[config.mk]
export PLATFORM = sky130hd
export DESIGN_NAME = key_debounce
export DESIGN_NICKNAME = d
export VERILOG_FILES = /design/src/rtl/key_pkg.sv /design/src/rtl/key_debounce_ch.sv /design/src/rtl/key_debounce.sv
export SDC_FILE = /design/constraint.sdc
export NUM_CORES = 1
export LEC_CHECK = 0
export ABC_AREA = 1
export CORE_MARGIN = 2
export CORE_UTILIZATION = 50
export DETAILED_ROUTE_END_ITERATION = 10
export PLACE_DENSITY_LB_ADDON = 0.2
export SLEW_MARGIN = 10
export SYNTH_ARGS = -nofsm -noshare
export SYNTH_HDL_FRONTEND = slang
export SYNTH_SLANG_ARGS = --single-unit
[constraint.sdc]
create_clock -name in_clk -period 1.2 [get_ports in_clk]
set_input_delay 0.12 -clock in_clk [delete_from_list [all_inputs] [get_ports in_clk]]
set_output_delay 0.12 -clock in_clk [all_outputs]
set_load 0.1 [all_outputs]
[src/rtl/key_pkg.sv]
// key_pkg
// Shared definitions for the front-panel key debouncer: per-channel FSM
// state encoding, channel index assignments and the default debounce
// length. Used by key_debounce and key_debounce_ch.
package key_pkg;

    typedef enum logic {
        KDB_STABLE    = 1'b0,
        KDB_CANDIDATE = 1'b1
    } key_db_state_t;

    localparam int KEY_CH_SWITCH           = 0;
    localparam int KEY_CH_RESET            = 1;
    localparam int KEY_N_KEYS_DEF          = 2;
    localparam int KEY_DEBOUNCE_CYCLES_DEF = 50000;

endpackage

[src/rtl/key_debounce_ch.sv]
// key_debounce_ch
// One key channel: 2-flop synchronizer, polarity normalisation to
// pressed = 1, and a stable/candidate FSM with a run-length counter.
// A level change is accepted only after the normalised, synchronised pin
// has differed from the accepted level for DEBOUNCE_CYCLES+1 consecutive
// cycles.
//
// Ports:
//   in_clk      system clock
//   in_rst      asynchronous active-low reset
//   in_key_raw  raw pin level, asynchronous, may bounce
//   o_key       debounced level, 1 = pressed, registered
//
// State table:
//   state         | meaning
//   KDB_STABLE    | input agrees with accepted level, counter held at 0
//   KDB_CANDIDATE | input differs from accepted level, counting agreement
module key_debounce_ch
    import key_pkg::*;
#(
    parameter int DEBOUNCE_CYCLES = KEY_DEBOUNCE_CYCLES_DEF,
    parameter int IN_ACTIVE_LOW   = 1
) (
    input  logic in_clk,
    input  logic in_rst,
    input  logic in_key_raw,
    output logic o_key
);

    localparam int              CNT_W    = $clog2(DEBOUNCE_CYCLES + 1);
    localparam logic [CNT_W-1:0] CNT_LAST = CNT_W'(DEBOUNCE_CYCLES);
    localparam logic [CNT_W-1:0] CNT_ONE  = CNT_W'(1);
    // Pin level when the key is released; the synchronizer resets to it so
    // a key held through reset is seen as a fresh press.
    localparam logic PIN_IDLE = (IN_ACTIVE_LOW != 0) ? 1'b1 : 1'b0;

    logic             r_sync1;
    logic             r_sync2;
    logic             w_level;

    key_db_state_t    r_state;
    key_db_state_t    w_state_nxt;
    logic [CNT_W-1:0] r_cnt;
    logic [CNT_W-1:0] w_cnt_nxt;
    logic             r_stable;
    logic             w_stable_nxt;

    always_ff @(posedge in_clk or negedge in_rst) begin
        if (!in_rst) begin
            r_sync1 <= PIN_IDLE;
            r_sync2 <= PIN_IDLE;
        end else begin
            r_sync1 <= in_key_raw;
            r_sync2 <= r_sync1;
        end
    end

    // XOR with the idle level maps "pressed" to 1 for either polarity.
    assign w_level = r_sync2 ^ PIN_IDLE;

    always_ff @(posedge in_clk or negedge in_rst) begin
        if (!in_rst) begin
            r_state  <= KDB_STABLE;
            r_cnt    <= '0;
            r_stable <= 1'b0;
        end else begin
            r_state  <= w_state_nxt;
            r_cnt    <= w_cnt_nxt;
            r_stable <= w_stable_nxt;
        end
    end

    always_comb begin
        w_state_nxt  = r_state;
        w_cnt_nxt    = r_cnt;
        w_stable_nxt = r_stable;
        case (r_state)
            KDB_STABLE: begin
                w_cnt_nxt = '0;
                if (w_level != r_stable) begin
                    w_state_nxt = KDB_CANDIDATE;
                    w_cnt_nxt   = CNT_ONE;
                end
            end
            KDB_CANDIDATE: begin
                if (w_level == r_stable) begin
                    w_state_nxt = KDB_STABLE;
                    w_cnt_nxt   = '0;
                end else if (r_cnt == CNT_LAST) begin
                    w_stable_nxt = ~r_stable;
                    w_state_nxt  = KDB_STABLE;
                    w_cnt_nxt    = '0;
                end else begin
                    w_cnt_nxt = r_cnt + CNT_ONE;
                end
            end
            default: begin
                w_state_nxt = KDB_STABLE;
                w_cnt_nxt   = '0;
            end
        endcase
    end

    assign o_key = r_stable;

endmodule

[src/rtl/key_debounce.sv]
// key_debounce
// Multi-channel synchronizer/debouncer for front-panel push-buttons.
// Channel KEY_CH_SWITCH (0) is the switch key, KEY_CH_RESET (1) the reset
// key. Each channel is an independent key_debounce_ch.
//
// Ports:
//   in_clk      system clock
//   in_rst      asynchronous active-low reset
//   in_key_raw  raw pin levels, one per key
//   o_key       debounced, synchronous, active-high levels
module key_debounce
    import key_pkg::*;
#(
    parameter int N_KEYS          = KEY_N_KEYS_DEF,
    parameter int DEBOUNCE_CYCLES = KEY_DEBOUNCE_CYCLES_DEF,
    parameter int IN_ACTIVE_LOW   = 1
) (
    input  logic              in_clk,
    input  logic              in_rst,
    input  logic [N_KEYS-1:0] in_key_raw,
    output logic [N_KEYS-1:0] o_key
);

    for (genvar g = 0; g < N_KEYS; g++) begin : g_ch
        key_debounce_ch #(
            .DEBOUNCE_CYCLES (DEBOUNCE_CYCLES),
            .IN_ACTIVE_LOW   (IN_ACTIVE_LOW)
        ) u_ch (
            .in_clk     (in_clk),
            .in_rst     (in_rst),
            .in_key_raw (in_key_raw[g]),
            .o_key      (o_key[g])
        );
    end

endmodule

==> metrics.txt, run 1 <==
GRT Total Usage=21.5%; Placer Congestion=0.912; Tot Pwr=about 0.0030 W; ANT nets after route=0; total number of vias=between 1500 and 2000; HP Class=primary input to flip-flop; Hold Slack=between 200 and 250 ps; Least-Margin Pin Slew=416 ps; number of synthesis warnings=0; maximum level of the CTS H-tree=2; share of cells above drive strength 1=between 30% and 40%; r2r startpoint=g_ch[0].u_ch.r_cnt[0]; number of port buffers=5; # clock sinks=40; global-route wire length before repair=between 8000 and 9000 microns; final setup violating endpoints=34; Synth Area in Simple Gates=about a third; max cap viols=0; CP Launch Type=flip-flop; Post-Synth XOR/XNOR Area=a little over 5%; Nets=between 300 and 400; vias in the first global route=around 1900; largest family of logic cells by synthesized area=simple AND/OR/NAND/NOR gates; minimum clock period=~1400 ps; Netlist Area Pre-Place=between 0.002 and 0.0025 sq mm; die footprint=about 0.005 sq mm; Finished Cell Area=~0.0030 sq mm; Slew Viols, Final=0; Post-DP HPWL=approximately 3400 microns; root buf cell=clkbuf_8; largest area contributor in the netlist=dfrtp_1; adder-cell share of the synthesized area=2.28%; Post-Syn Instances=275; drt initial violations=between 100 and 150; #FFs+latches synth=40; clock-pin slew on the worst setup and hold paths=~80 ps; Overflow after GRT=0; Die X=70.2 microns; Initial Util=about half; CTS tree=done; clk buf depth=2; Setup crit end kind=flip-flop; Max Fanout on Critical Path=6; Worst Min Path Start=in_key_raw[0]; VDD IR-drop max=a little over 0.8 mV; complex-gate fraction of the synthesized area=about 3.7%; Worst Setup Path Type=flip-flop to flip-flop; synthesis-to-layout area growth=38.5%; DRT Wirelength=5040 microns; Residual DRC=0; Post-Syn Area per Cell=approximately 8.0 sq um; multiplexer share of the synthesized area=0%; share of the synthesized area in the top cell type=between 40% and 50%; initial antenna violation count=0; status=finished, violations left; CTS Buf Count=5; Avg WL per Cell=roughly 13 microns; final hold vios=0; part of the cycle the worst path needs=113%; Worst Setup SP=g_ch[0].u_ch.r_cnt[0]; Site Rows=24; Clock Skew=about 8 ps; count of boundary I/O pins=6; vias per inst=5.18; relative slew slack=between 70% and 80%; final setup margin=-157 ps; Yosys cell types=29; failing checks=setup timing; Seq/Total Area, Yosys=between 40% and 50%; Die Span Y=~70 microns; Synth area leaders=dfrtp_1 41%, nor2_1 9.2%, nand2_1 8.2%, nand3_1 7.1%, inv_1 6.7%; Placed Area=~0.0026 sq mm; Finished Layout Cells=380; clk_lat worst skew=~300 ps; Fmax=approximately 740 MHz; RSZ-0062 raised after global routing=true; CP required=~1400 ps; largest net degree at the start of global routing=25; Core Box Area=~0.0043 sq mm; PD cells=approximately 970 mW/mm^2; Arr. time, crit path=roughly 1500 ps; 1st-pass router iterations=4; leakage power total=~1.4 nW; dpl cells=367; syn_nets=283; diode count=0
==> cells in the final DEF (no fill, tap or decap), types with 3 or more instances in the layout <==
| cell | Yosys | final |
|---|---|---|
| nand4_1 | 4 | 4 |
| nand3_1 | 31 | 14 |
| o21ai_0 | 5 | 3 |
| nand3_2 | 2 | 16 |
| xnor2_1 | 4 | 3 |
| nor2_4 | 3 | 7 |
| buf_12 | 0 | 3 |
| o21bai_1 | 4 | 4 |
| inv_1 | 39 | 36 |
| clkbuf_8 | 0 | 5 |
| nand2_2 | 5 | 6 |
| a21oi_1 | 4 | 4 |
| nor3_2 | 3 | 5 |
| nand2_4 | 1 | 5 |
| buf_6 | 1 | 4 |
| xor2_1 | 7 | 7 |
| nand3_4 | 1 | 4 |
| nor2_1 | 54 | 42 |
| nor2_2 | 4 | 12 |
| buf_4 | 2 | 36 |
| dfrtp_1 | 36 | 34 |
| dfstp_2 | 4 | 4 |
| inv_2 | 1 | 4 |
| nand2_1 | 48 | 44 |
==> synth_stat cells, drive strengths merged <==
master and number:
buf 4, inv 40, o21ai 5, dfrtp 36
dfstp 4, and2 2, xor2 7, xnor2 5
o21bai 4, a31oi 1, nor3 6, ha 4
nand4 4, nand3 34, nor2 61, nand2 54
a21oi 4
==> per-stage QoR <==
stage	setup WS, ps	util, %	TNS [ps]
6_report	-157	70.7	-3200
2_1_floorplan	-18.4	-	-91.9
4_1_cts	-125	66.3	-1960
3_5_place_dp	-135	60.7	-2630
5_1_grt	-226	70.7	-5760
3_3_place_gp	-97.7	60.7	-1670
==> area by class of cell <==
class,count,area (sq um)
Multi-Input combinational cell,193,1270
Fill cell,322,1260
Sequential cell,40,1010
Timing Repair Buffer,47,410
Inverter,40,150
Clock buffer,6,72.6
Tap cell,52,65.1
Clock inverter,2,60.1
==> metal layers <==
metal,vias to the layer above,global-route usage [%],wire (microns)
met5,-,0,0
met4,0,5.98,91
met3,10,3.90,239
met2,51,32.3,2310
met1,942,32.0,2400
li1,964,-,-
==> report_power, final <==
part / leakage, nW / internal [W] / switching [W]
registers: 0.534 / 0.00138 / 0.0000361
clock network: 0.0654 / 0.000832 / 0.000488
logic: 0.764 / 0.0000937 / 0.000128
==> repair_timing <==
item	in CTS	in global routing
pin swaps	6	17
hold buffers	1	0
gates cloned	2	0
endpoints found under the hold margin	12	0
buffers inserted	1	1
setup endpoints to repair	33	36
resized for setup	22	43
==> worst paths after layout <==
check	end	slack [ps]	depth (start not counted)
hold / removal	g_ch[0].u_ch.r_sync1	230	1
hold reg to reg	g_ch[0].u_ch.r_sync2	360	0
setup / recovery	g_ch[0].u_ch.r_cnt[1]	-160	7
min in group asynchronous	g_ch[0].u_ch.r_cnt[10]	280	2
max in group asynchronous	g_ch[0].u_ch.r_cnt[0]	440	3
setup reg to reg	g_ch[0].u_ch.r_cnt[1]	-160	7
==> worst max-delay path: stages, from the launching register on <==
cell     delay [ps]
dfrtp_2         470
inv_2            90
ha_4            130
nand3_4          80
nor2_4          160
nand2_4          90
nand2_2         160
nor2_1           80
==> sequential cells by signal, indices dropped and copies added (netlist names) <==
| signal | count |
|---|---|
| g_ch.u_ch.r_cnt | 32 |
| g_ch.u_ch.o_key | 2 |
| g_ch.u_ch.r_state | 2 |
| g_ch.u_ch.r_sync1 | 2 |
| g_ch.u_ch.r_sync2 | 2 |
==> cell families (layout without fill, tap and decap cells) <==
| logic type | Yosys count | after routing |
|---|---|---|
| AND/OR/NAND/NOR | 161 | 163 |
| adder cells (fa/ha/maj) | 4 | 4 |
| XOR/XNOR | 12 | 12 |
| buffers and inverters | 44 | 95 |
| AO/OA/AOI/OAI | 14 | 14 |
| flip-flops | 40 | 40 |
(Power assumes the default switching activity.)
==> inputs of run 2 (changes only) <==
--- a/config.mk
+++ b/config.mk
@@ -10,6 +10,7 @@
 export CORE_UTILIZATION = 50
 export DETAILED_ROUTE_END_ITERATION = 10
 export PLACE_DENSITY_LB_ADDON = 0.2
+export SETUP_SLACK_MARGIN = 0.3
 export SLEW_MARGIN = 10
 export SYNTH_ARGS = -nofsm -noshare
 export SYNTH_HDL_FRONTEND = slang
==> run 2 against run 1 <==
Effect of this change: the run still ends with setup timing left; critical path type unchanged; sequential power barely moved; highest routed layer unchanged; via count fell by 2.7%; clock skew rose by 1.2 ps; final cell count up 1.8%; largest cell class unchanged; routed wire length up 0.50%; clock power fell by 9%.
==> metrics.txt, run 2 (synthesized netlist as in run 1, its figures left out) <==
CP Launch Type=flip-flop; max FFs per register=32; Initial Util=51.0%; Seq. cell area=0.00101 sq mm; setup slack, reg-to-reg=-170 ps; clock-pin slew on the worst setup and hold paths=approximately 80 ps; PD cells=between 900 and 1000 mW/mm^2; 1st-pass router iterations=4; WHS Path Cells=1; clk buf depth=2; HP Class=primary input to flip-flop; Worst Setup SP=g_ch[1].u_ch.r_cnt[9]; Avg WL per Cell=around 13 microns; Placer Congestion=0.889; clk_lat worst skew=290 ps; vias per inst=around 4.9; root buf cell=clkbuf_8; setup TNS=-3620 ps; Core Box Area=about 0.0043 sq mm; Die X=around 70 microns; Hold Slack=roughly 230 ps; Tot Pwr=roughly 0.0028 W; vias in the first global route=about 1800; part of the cycle the worst path needs=114%; Top reg by flops=g_ch.u_ch.r_cnt; diode count=0; slowest CP cell=dfrtp_1; status=finished, violations left; total number of vias=about 1900; Layout fillers=301; r2r endpoint=g_ch[1].u_ch.r_cnt[7]; Worst Setup Path Type=flip-flop to flip-flop; DRT Wirelength=roughly 5000 microns; Fmax=between 700 and 800 MHz; most common cell after layout, fill and taps aside=nand2_1; minimum clock period=around 1400 ps; Slew Viols, Final=0; Clock Skew=9.20 ps; relative slew slack=81.5%; failing checks=setup timing; synthesis-to-layout area growth=40.2%; number of port buffers=5; VDD IR-drop max=0.748 mV; count of boundary I/O pins=6; Post-DP HPWL=around 3200 microns; leakage power total=approximately 1.4 nW; cell mode on critical path=nand2_4; maximum level of the CTS H-tree=2; die footprint=0.00493 sq mm; Setup crit end kind=flip-flop; largest net degree at the start of global routing=41; CP Buf/Inv Count=1; final hold vios=0; GRT Total Usage=a little over a fifth; initial antenna violation count=0; Slowest Stage Delay on Critical Path=about 400 ps; crit path cell chain=nand2_1 -> inv_1 -> nand3_1 -> nor2_4 -> nand2_4 -> nand2_4 -> nor2_1; worst r2r path cells=7; Die Span Y=70.2 microns; Multi-input gate area=roughly 0.0012 sq mm; Finished Layout Cells=just under 400; Overflow after GRT=0; Least-Margin Pin Slew=276 ps; most frequent cells in the layout=43 x nand2_1, 41 x buf_4, 39 x inv_1; drt initial violations=172; max cap viols=0; Max Fanout on Critical Path=7; DP Worst Slack=-144 ps; Nets=342; dpl cells=367; CTS Buf Count=5; ANT nets after route=0; WHS Endpoint=g_ch[0].u_ch.r_sync1; Site Rows=24; share of cells above drive strength 1=40.0%; global-route wire length before repair=between 8000 and 9000 microns; Arr. time, crit path=1550 ps; CP required=1380 ps; CTS tree=done; r2r startpoint=g_ch[1].u_ch.r_cnt[9]; Residual DRC=0; # clock sinks=40; final setup violating endpoints=35; final setup margin=-171 ps; Worst Min Path Start=in_key_raw[0]; RSZ-0062 raised after global routing=true; critical path's top delay family=simple AND/OR/NAND/NOR gates
## run 2: cell types whose count changed in the layout (fill, tap and decap cells not counted), sizes merged
cell | previous run | this run
buf | 44 | 52
clkbuf | 6 | 7
bufinv | 2 | 1
nand2 | 56 | 55
## run 2: cell type report
cell class,count,share of cell area [%]
Multi-Input combinational cell,192,40.4
Sequential cell,40,32.9
Timing Repair Buffer,55,15.7
Inverter,40,4.89
Clock buffer,7,3.14
Tap cell,52,2.12
Clock inverter,1,0.977
## run 2: repair_timing
action | 4_1_cts | 5_1_grt
resized for setup | 28 | 31
setup buffers | 4 | 6
pin swaps | 8 | 16
hold buffers | 1 | 0
setup endpoints to repair | 38 | 38
gates cloned | 1 | 0
endpoints found under the hold margin | 36 | 0
## run 2: how the worst max path moves through the flow
stage | endpoint | cells after the start
5_1_grt | g_ch[0].u_ch.r_cnt[12] | 7
2_1_floorplan | g_ch[1].u_ch.r_cnt[10] | 6
4_1_cts | g_ch[0].u_ch.r_cnt[15] | 8
3_3_place_gp | g_ch[0].u_ch.r_cnt[0] | 7
3_5_place_dp | g_ch[0].u_ch.r_cnt[0] | 7
6_report | g_ch[1].u_ch.r_cnt[7] | 7
## run 2: where the power goes
part	switching [W]	internal [W]
sequential	0.0000237	0.00138
combinational	0.000123	0.000102
clock	0.000467	0.000734
total	0.000614	0.00222
## run 2: stage by stage
step | instance area (sq um) | util (%)
CTS | 2910 | 67.7
global placement | 2640 | 61.4
floorplan | 2240 | -
global route | 3070 | 71.6
detailed placement | 2640 | 61.4
finish | 3070 | 71.6
## run 2: layer usage
| metal | track usage, % | vias up | wire length [microns] |
|---|---|---|---|
| li1 | - | 969 | - |
| met1 | 30.8 | 892 | 2440 |
| met2 | 30.7 | 40 | 2340 |
| met3 | 4.47 | 12 | 189 |
| met4 | 7.05 | 0 | 99 |
| met5 | 0 | - | 0 |
==> inputs of run 3 (changes only) <==
--- a/config.mk
+++ b/config.mk
@@ -8,8 +8,11 @@
 export ABC_AREA = 1
 export CORE_MARGIN = 2
 export CORE_UTILIZATION = 50
+export CTS_CLUSTER_SIZE = 28
 export DETAILED_ROUTE_END_ITERATION = 10
+export HOLD_SLACK_MARGIN = 0.15
 export PLACE_DENSITY_LB_ADDON = 0.2
+export RECOVER_POWER = 100
 export SETUP_SLACK_MARGIN = 0.3
 export SLEW_MARGIN = 10
 export SYNTH_ARGS = -nofsm -noshare
==> run 3 against run 2 <==
Effect of this change: the run still ends with setup timing left; clock skew about the same; final cell count is the same; clock power hardly changed; highest routed layer unchanged; combinational power fell by 3%; largest cell class unchanged; critical endpoint is now g_ch[0].u_ch.r_cnt[12]; fmax decreased by 1.7%; non-clock buffer count is the same; via count is 1.7% higher; register-to-register slack worse by 20 ps; hold slack improved by 120 ps; sequential share of layout area rose by 0.24 points; first-iteration DRC count grew 7.0%.
==> metrics.txt, run 3 (synthesized netlist as in run 1, its figures left out) <==
total number of vias=around 2000; Least-Margin Pin Slew=between 500 and 600 ps; Die Span Y=approximately 70 microns; r2r endpoint=g_ch[0].u_ch.r_cnt[12]; die footprint=just under 0.005 sq mm; part of the cycle the worst path needs=116%; relative slew slack=a little under two thirds; ANT nets after route=0; clk_lat worst skew=290 ps; vias in the first global route=1764; final setup margin=-195 ps; Worst Min Path Start=g_ch[1].u_ch.r_sync1; Tot Pwr=between 0.002 and 0.003 W; DRT Wirelength=~5100 microns; Hold Slack=between 300 and 400 ps; fin util=a little under three quarters; Core Box Area=~0.0043 sq mm; Worst Setup Path Type=flip-flop to flip-flop; VDD IR-drop max=about 0.76 mV; Overflow after GRT=0; GRT Total Usage=roughly a fifth; vias per inst=5.03; share of cells above drive strength 1=about two fifths; Setup crit end kind=flip-flop; Slowest Stage Delay on Critical Path=approximately 400 ps; drt initial violations=184; failing checks=setup timing; Post-DP HPWL=around 3200 microns; 1st-pass router iterations=4; Nets=around 340; global-route wire length before repair=8050 microns; final hold vios=0; CP required=roughly 1400 ps; Clock Skew=a little over 9 ps; Site Rows=24; critical path's top delay family=simple AND/OR/NAND/NOR gates; Top reg by flops=g_ch.u_ch.r_cnt; initial antenna violation count=0; minimum clock period=approximately 1400 ps; dpl cells=367; max cap viols=0; Initial Util=51.0%; Seq. cell area=~0.001 sq mm; # clock sinks=40; maximum level of the CTS H-tree=2; WHS Endpoint=g_ch[1].u_ch.r_sync2; PD cells=926 mW/mm^2; Avg WL per Cell=between 10 and 15 microns; clk buf depth=2; diode count=0; max FFs per register=32; worst r2r path cells=7; most common cell after layout, fill and taps aside=nand2_1; r2r startpoint=g_ch[0].u_ch.r_cnt[3]; crit path cell chain=buf_4 -> nand3_2 -> nor2_4 -> nand3_1 -> nand2_1 -> nand3_2 -> nor2_1; slowest CP cell=dfrtp_1; Slew Viols, Final=0; CP Buf/Inv Count=1; setup TNS=-3500 ps; Placer Congestion=0.889; Finished Layout Cells=~390; most frequent cells in the layout=43 x nand2_1, 41 x buf_4, 39 x inv_1; number of port buffers=5; RSZ-0062 raised after global routing=true; Multi-input gate area=between 0.001 and 0.0015 sq mm; status=finished, violations left; setup slack, reg-to-reg=-200 ps; Fmax=between 700 and 800 MHz; Arr. time, crit path=between 1500 and 2000 ps; WHS Path Cells=0; CP Launch Type=flip-flop; HP Class=flip-flop to flip-flop; Die X=between 70 and 80 microns; synthesis-to-layout area growth=39.2%; CTS Buf Count=5; largest net degree at the start of global routing=between 40 and 50; Layout fillers=about 310; final setup violating endpoints=35; Max Fanout on Critical Path=7; CTS tree=done; clock-pin slew on the worst setup and hold paths=~80 ps; count of boundary I/O pins=6; leakage power total=1.39 nW; cell mode on critical path=nand3_2; Residual DRC=0; root buf cell=clkbuf_8
run 3: cell types whose count changed in the layout (fill, tap and decap cells not counted):
| cell | change |
|---|---|
| dlygate4sd3_1 | +2 |
| buf_8 | +2 |
| clkdlybuf4s50_1 | -2 |
| clkbuf_4 | +1 |
| buf_12 | -3 |
run 3: what timing repair did:
action                                  4_1_cts  5_1_grt
hold buffers                                  1        0
gates cloned                                  1        0
hold endpoints to repair                     40        0
resized for setup                            28       31
pin swaps                                     8       16
buffers inserted                              4        6
endpoints found under the setup margin       38       38
run 3: metal layers:
| metal | wire length [microns] | GRT usage [%] | vias up |
|---|---|---|---|
| li1 | - | - | 970 |
| met1 | 2420 | 30.8 | 915 |
| met2 | 2390 | 30.7 | 50 |
| met3 | 199 | 4.47 | 11 |
| met4 | 95 | 7.05 | 0 |
| met5 | 0 | 0 | - |
run 3: worst reg2reg max path, cell delays in order (launching register included):
cell and delay, ps:
dfrtp_1 390, buf_4 130, nand3_2 100, nor2_4 240, nand3_1 100, nand2_1 90, nand3_2 80, nor2_1 180
run 3: stage by stage:
step / worst slack [ps] / area (sq um)
final: -195 / 3050
after global routing: -258 / 3050
after detailed placement: -144 / 2640
after global placement: -77.1 / 2640
after CTS: -80.6 / 2910
after floorplan: -18.4 / 2240
run 3: worst max path at each step:
stage | start | to | depth (start not counted)
floorplan | g_ch[1].u_ch.r_cnt[0] | g_ch[1].u_ch.r_cnt[10] | 6
global placement | g_ch[0].u_ch.r_cnt[8] | g_ch[0].u_ch.r_cnt[0] | 7
finish | g_ch[0].u_ch.r_cnt[3] | g_ch[0].u_ch.r_cnt[12] | 7
detailed placement | g_ch[0].u_ch.r_cnt[0] | g_ch[0].u_ch.r_cnt[0] | 7
CTS | g_ch[0].u_ch.r_cnt[0] | g_ch[0].u_ch.r_cnt[15] | 8
global route | g_ch[0].u_ch.r_cnt[3] | g_ch[0].u_ch.r_cnt[12] | 7
run 3: power by group:
part	internal, W	leakage [nW]	switching [W]
Clock	0.000734	0.0645	0.000469
Sequential	0.00138	0.532	0.0000237
Combinational	0.0000960	0.789	0.000122
run 3: final cells by class:
cell class	count	share of cell area, %
clock buffers	7	3.16
multi-input cells	192	40.6
inverters	40	4.92
well taps	52	2.13
flip-flops and latches	40	33.1
repair buffers	55	15.1
clock inverters	1	0.984
==> edit 1: new RTL, flow settings as in run 2 <==
Change the package constant `KEY_DEBOUNCE_CYCLES_DEF` from 50000 to 100000.
--- a/src/rtl/key_pkg.sv
+++ b/src/rtl/key_pkg.sv
@@ -13,5 +13,5 @@
     localparam int KEY_CH_RESET            = 1;
     localparam int KEY_N_KEYS_DEF          = 2;
-    localparam int KEY_DEBOUNCE_CYCLES_DEF = 50000;
+    localparam int KEY_DEBOUNCE_CYCLES_DEF = 100000;
 
 endpackage
Check against the original RTL: no difference found for any inputs over 10 cycles, from zero or initial values and one cycle with in_rst low; that may be too few to reach the edited logic, so the function may still have changed.
==> edit 1 against run 2 <==
  * The flow still finishes with violations (setup timing)
  * Synthesized cell count rose by 6.9%
  * Design area rose by 5.7%
  * First-iteration DRC count fell by 56%
  * Routed wire length rose by 2.5%
  * Sequential power rose by 4%
  * Sequential cell count rose by 2
  * Synthesized area rose by 1.5%
  * Total power fell by 8.3%
  * Setup slack got worse by 90 ps
  * Highest routed layer unchanged
==> edit 1: results (changes against run 2) <==
| Metric | Value |
|---|---|
| Final setup vio count | `38 (+8.6%)` |
| Post-synthesis mux area share | `0% (unchanged)` |
| Synth top cells by count | `78 x nand2_1, 66 x nor2_1, 39 x inv_1` |
| GPL Wtd Cong | `0.916 (+3.1%)` |
| Crit path max fanout | `5 (-2)` |
| Number of flip-flops in the largest register | `34 (+6.3%)` |
| Clock buffer depth | `2 (unchanged)` |
| Arrival time at the worst endpoint | `1650 ps (+100 ps)` |
| Post-DRT Antenna Nets | `0 (unchanged)` |
| Final WS setup | `-261 ps (-90.5 ps)` |
| Leak | `0.00145 uW (+4.3%)` |
| Status | `finished, violations left` |
| Post-Synth Adder-Cell Area | `2.25% (-0.033 points)` |
| Vias in the first global route | `2050 (+16%)` |
| Avg Vias per Cell | `4.79 (-3.1%)` |
| Area contributors post-synth | `dfrtp_1 43%, nand2_1 13%, nor2_1 11%, inv_1 6.6%, dfstp_2 4.7%` |
| Fraction of layout cells with a size suffix above 1 | `40.9% (+0.86 points)` |
| DRT iter0 DRCs | `76 (-56%)` |
| Seq/Total Area, Yosys | `47.5% (+1.6 points)` |
| Avg Cell Area, Syn | `7.57 sq um (-5.1%)` |
| Post-DP HPWL | `3.47 mm (+8.1%)` |
| Worst hold start | `in_key_raw[1]` |
| Root buffer cell | `clkbuf_8` |
| Routed WL per cell | `12.2 microns (-6.4%)` |
| Syn nets | `302 (+6.7%)` |
| Htree depth | `2 (unchanged)` |
| Post-synthesis compound-gate area fraction | `2.76% (-0.95 points)` |
| Fill count | `339 (+13%)` |
| Count of cell types in the netlist | `23 (-21%)` |
| N_diodes | `0 (unchanged)` |
| WL final | `5.19 mm (+2.5%)` |
| Final net count | `379 (+11%)` |
| Global-route wire length before repair | `8.72 mm (+8.4%)` |
| Clk_lat worst skew | `290 ps (about the same)` |
| Hold Path Class | `in2reg` |
| Clock transition at path regs | `80 ps (about the same)` |
| RR Startpoint | `g_ch[1].u_ch.r_cnt[1]` |
| Slew margin rel. | `75.4% (-6.2 points)` |
| Dpl cells | `407 (+11%)` |
| Max VDD drop | `0.720 mV (-3.7%)` |
| Placement Setup Slack | `-233 ps (-89.1 ps)` |
| Cts bufs inserted | `5 (unchanged)` |
| Failing checks | `setup timing` |
| XOR/XNOR Fraction of Synth Area | `5.51% (+0.37 points)` |
| Largest net degree at the start of global routing | `43 (+4.9%)` |
| GRT Overall Usage | `22.2% (+1.3 points)` |
| Clk_skew | `3.72 ps (-5.48 ps)` |
-- edit 1: cell count changes after synthesis, moves of 3 or more --
cell,run 2,this run
xor2_1,7,10
nand2_1,48,78
nor3_1,3,6
nand3_1,31,8
o21bai_1,4,0
nor3_2,3,0
nor2_1,54,66
-- edit 1: layout make-up --
cell class                 instances  share of cell area (%)
clock inverter                     1                   0.154
tap                               52                    2.00
timing repair inverter             1                   0.231
sequential                        42                    32.5
clock buffer                       7                    2.66
multi-input combinational        208                    38.1
timing repair buffer              73                    19.3
inverter                          40                    5.09
-- edit 1: power breakdown --
group | switching [uW] | internal (uW) | total [uW]
clock network | 478 | 464 | 942
registers | 18.1 | 1440 | 1460
logic | 113 | 83.0 | 196
total | 609 | 1990 | 2600
-- edit 1: kinds of logic (layout without fill, tap and decap cells) --
group / count (synthesis) / in the layout
simple gates: 178 / 178
buf+inv: 44 / 122
flops: 42 / 42
xor+xnor: 14 / 14
compound gates: 12 / 12
fa+ha+maj: 4 / 4
-- edit 1: critical path, stage by stage (launching register included) --
cell and delay (ps):
dfrtp_1 420, inv_1 80, ha_2 170, nand2_1 70, nor2_1 90, nand2_1 90, nor2_4 130, nor2_4 60
buf_6 140, nand2_2 70, nor2_2 40
-- edit 1: metal layers --
| metal | vias up | track usage [%] | wire length [microns] |
|---|---|---|---|
| met5 | - | 0 | 0 |
| met4 | 0 | 10.1 | 104 |
| met3 | 10 | 4.42 | 116 |
| met2 | 25 | 38.5 | 2720 |
| met1 | 953 | 26.5 | 2250 |
| li1 | 1042 | - | - |
-- edit 1: what timing repair did --
action                                  4_1_cts  5_1_grt
hold buffers                                  1        0
cloned                                        1        0
endpoints found under the setup margin       40       40
gates resized for setup                      36       52
hold endpoints to repair                     38        0
pin swaps                                     8       18
setup buffers                                 2        5
-- edit 1: final timing paths --
kind / to / slack (ps) / cells after the start
max reg2reg: g_ch[1].u_ch.r_cnt[15] / -260 / 10
min reg2reg: g_ch[1].u_ch.r_sync2 / 360 / 0
min: g_ch[1].u_ch.r_sync1 / 230 / 1
max: g_ch[1].u_ch.r_cnt[15] / -260 / 10
min in group asynchronous: g_ch[0].u_ch.r_cnt[6] / 320 / 3
max in group asynchronous: g_ch[0].u_ch.r_sync2 / 610 / 3
-- edit 1: through the flow --
| step | hold slack, ps | setup TNS (ps) | area (sq um) | power [uW] | util (%) |
|---|---|---|---|---|---|
| finish | 228 | -7560 | 3250 | 2600 | 75.1 |
| global route | 215 | -10630 | 3250 | 2700 | 75.1 |
| CTS | 220 | -5910 | 3030 | 2590 | 70.0 |
| detailed placement | 112 | -6750 | 2790 | 1610 | 64.6 |
| global placement | 112 | -4850 | 2790 | 1610 | 64.6 |
| floorplan | -176 | -1810 | 2230 | 1540 | - |
==> edit 2: new RTL, settings of run 2 <==
Made on the original files. Register the output `o_key`, without a reset; this adds one clock of latency there. Comments in the files are not updated.
--- a/src/rtl/key_debounce.sv
+++ b/src/rtl/key_debounce.sv
@@ -22,4 +22,6 @@
 );
 
+    logic [N_KEYS-1:0] o_key_d;
+
     for (genvar g = 0; g < N_KEYS; g++) begin : g_ch
         key_debounce_ch #(
@@ -30,6 +32,10 @@
             .in_rst     (in_rst),
             .in_key_raw (in_key_raw[g]),
-            .o_key      (o_key[g])
+            .o_key      (o_key_d[g])
         );
+    end
+
+    always_ff @(posedge in_clk) begin
+        o_key <= o_key_d;
     end
 
Function: same outputs for any inputs over 10 cycles, from zero or initial values and one cycle with in_rst low; that may be too few to reach the edited logic, so the function may still have changed.
==> edit 2 against run 2 <==
  * Critical path type unchanged
  * Design area grew 3.1%
  * Count of clock-buffer cells in the layout fell by 1
  * Total power grew 2.8%
  * Highest routed layer unchanged
  * Setup slack better by 5.5 ps
  * Critical endpoint is now g_ch[0].u_ch.r_cnt[9]
  * Sequential share of layout area grew 0.30 points
  * Synthesized area up 1.1%
  * The flow still finishes with violations (setup timing)
  * Sequential cell count is 2 higher
  * Global-route usage up 1.0 points
  * Routed wire length is 3.1% higher
==> edit 2: results (changes against run 2) <==
| Metric | Value |
|---|---|
| Top_reg_cell synth | `dfrtp_1` |
| Clk_lat worst skew | `300 ps` |
| Crit-path max cell delay | `460 ps (+60 ps)` |
| Area contributors post-synth | `dfrtp_1 41%, nor2_1 9.1%, nand2_1 8.1%, nand3_1 7.0%, inv_1 6.6%` |
| Initial antenna violation count | `0 (unchanged)` |
| Slew margin rel. | `84.2% (+2.7 points)` |
| Seq/Total Area, Yosys | `47.2% (+1.3 points)` |
| WL final | `5.22 mm (+3.1%)` |
| Register Area | `1050 sq um (+4.1%)` |
| Post-synth ARST share | `95.2% (-4.8 points)` |
| Leak | `0.00140 uW (+0.83%)` |
| Clk_skew | `10.1 ps (+0.856 ps)` |
| Synth top cells by count | `54 x nor2_1, 48 x nand2_1, 39 x inv_1` |
| Most flop-heavy register | `g_ch.u_ch.r_cnt` |
| Crit path max fanout | `5 (-2)` |
| Final WS setup | `-165 ps (+5.47 ps)` |
| Avg Vias per Cell | `5.04 (+2.0%)` |
| Htree depth | `2 (unchanged)` |
| Failing checks | `setup timing` |
| I/O Buffers | `5 (unchanged)` |
| Clock transition at path regs | `80 ps (about the same)` |
| Post-DP HPWL | `3.41 mm (+6.5%)` |
| Status | `finished, violations left` |
| Largest net degree at the start of global routing | `41 (unchanged)` |
| Global-route wire length before repair | `8.63 mm (+7.2%)` |
| YS warnings | `0 (unchanged)` |
| N_diodes | `0 (unchanged)` |
| Count of cell types in the netlist | `29 (unchanged)` |
| Total congestion overflow | `0 (unchanged)` |
| Slowest cell on crit path | `dfrtp_2` |
| Clock buffer depth | `2 (unchanged)` |
| Worst path top cell family by delay | `simple AND/OR/NAND/NOR gates` |
| Cts bufs inserted | `5 (unchanged)` |
| Max VDD drop | `0.956 mV (+28%)` |
| Fraction of layout cells with a size suffix above 1 | `43.1% (+3.1 points)` |
| GRT Overall Usage | `22.0% (+1.0 points)` |
| Syn nets | `283 (unchanged)` |
| Number of synthesized flops with an enable pin | `0 (unchanged)` |
| Fill count | `298 (-1.0%)` |
| Final setup vio count | `35 (unchanged)` |
| Root buffer cell | `clkbuf_8` |
| Number of flip-flops in the largest register | `32 (unchanged)` |
| Final net count | `341 (-0.29%)` |
| GPL Wtd Cong | `0.877 (-1.3%)` |
| DRT iter0 DRCs | `125 (-27%)` |
| Hold Path Class | `in2reg` |
| DR pass1 iterations | `4 (unchanged)` |
| Vias in the first global route | `1901 (+7.8%)` |
-- edit 2: worst reg2reg max path, cell delays in order (launching register included) --
cell	delay, ps
dfrtp_2	460
nor2_1	110
nand3_1	150
nor2_4	170
nand2_4	120
buf_6	160
nand3_2	60
nor2_2	40
-- edit 2: per-stage QoR --
step           util [%]  TNS (ps)  cells  power, uW  instance area, sq um
2_1_floorplan         -      -193    275       1590                  2260
5_1_grt            73.3     -5280    386       3020                  3170
3_5_place_dp       61.8     -3710    368       1680                  2670
3_3_place_gp       61.8     -2370    368       1670                  2670
6_report           73.3     -2990    386       2910                  3170
4_1_cts            67.2     -2740    380       2820                  2910
-- edit 2: logic make-up after synthesis --
| group | Yosys count | share of synthesized area [%] |
|---|---|---|
| adders and majority gates | 4 | 2.26 |
| AOI/OAI and AO/OA | 14 | 3.67 |
| buffers and inverters | 42 | 7.51 |
| xor gates and xnor gates | 12 | 5.08 |
| DFF | 42 | 47.2 |
| and+or+nand+nor | 161 | 34.3 |
-- edit 2: final timing paths --
kind | from | endpoint | slack, ps | cells past startpoint
worst max-delay path | g_ch[0].u_ch.r_cnt[3] | g_ch[0].u_ch.r_cnt[9] | -170 | 7
worst min-delay path | in_key_raw[0] | g_ch[0].u_ch.r_sync1 | 220 | 1
worst max register to register | g_ch[0].u_ch.r_cnt[3] | g_ch[0].u_ch.r_cnt[9] | -170 | 7
worst min register to register | g_ch[1].u_ch.r_sync1 | g_ch[1].u_ch.r_sync2 | 360 | 0
max in group asynchronous | in_rst | g_ch[1].u_ch.r_sync2 | 620 | 3
min in group asynchronous | in_rst | g_ch[1].u_ch.r_cnt[10] | 310 | 3
-- edit 2: final cells by class --
class	count	area share (%)
inverters	40	4.74
clock buffers	6	2.29
multi-input cells	193	42.0
clock inverters	2	1.18
well taps	52	2.05
flip-flops and latches	42	33.2
repair buffers	51	14.5
-- edit 2: layer usage --
metal	vias up	share of wire, %	GRT usage, %
met5	-	0	0
met4	0	2.0	9.43
met3	11	3.0	4.70
met2	28	49	33.8
met1	927	46	30.4
li1	981	-	-
-- edit 2: power by group --
group / total, uW / switching, uW / internal [uW]
clock: 1120 / 502 / 621
combinational: 313 / 163 / 150
sequential: 1470 / 27.0 / 1450
total: 2910 / 693 / 2220
-- edit 2: what timing repair did --
item | in CTS | in global routing
endpoints found under the hold margin | 36 | 0
gates cloned | 1 | 1
setup endpoints to repair | 38 | 38
gates resized for setup | 21 | 55
setup buffers | 2 | 5
hold buffers | 1 | 0
pin swaps | 11 | 18
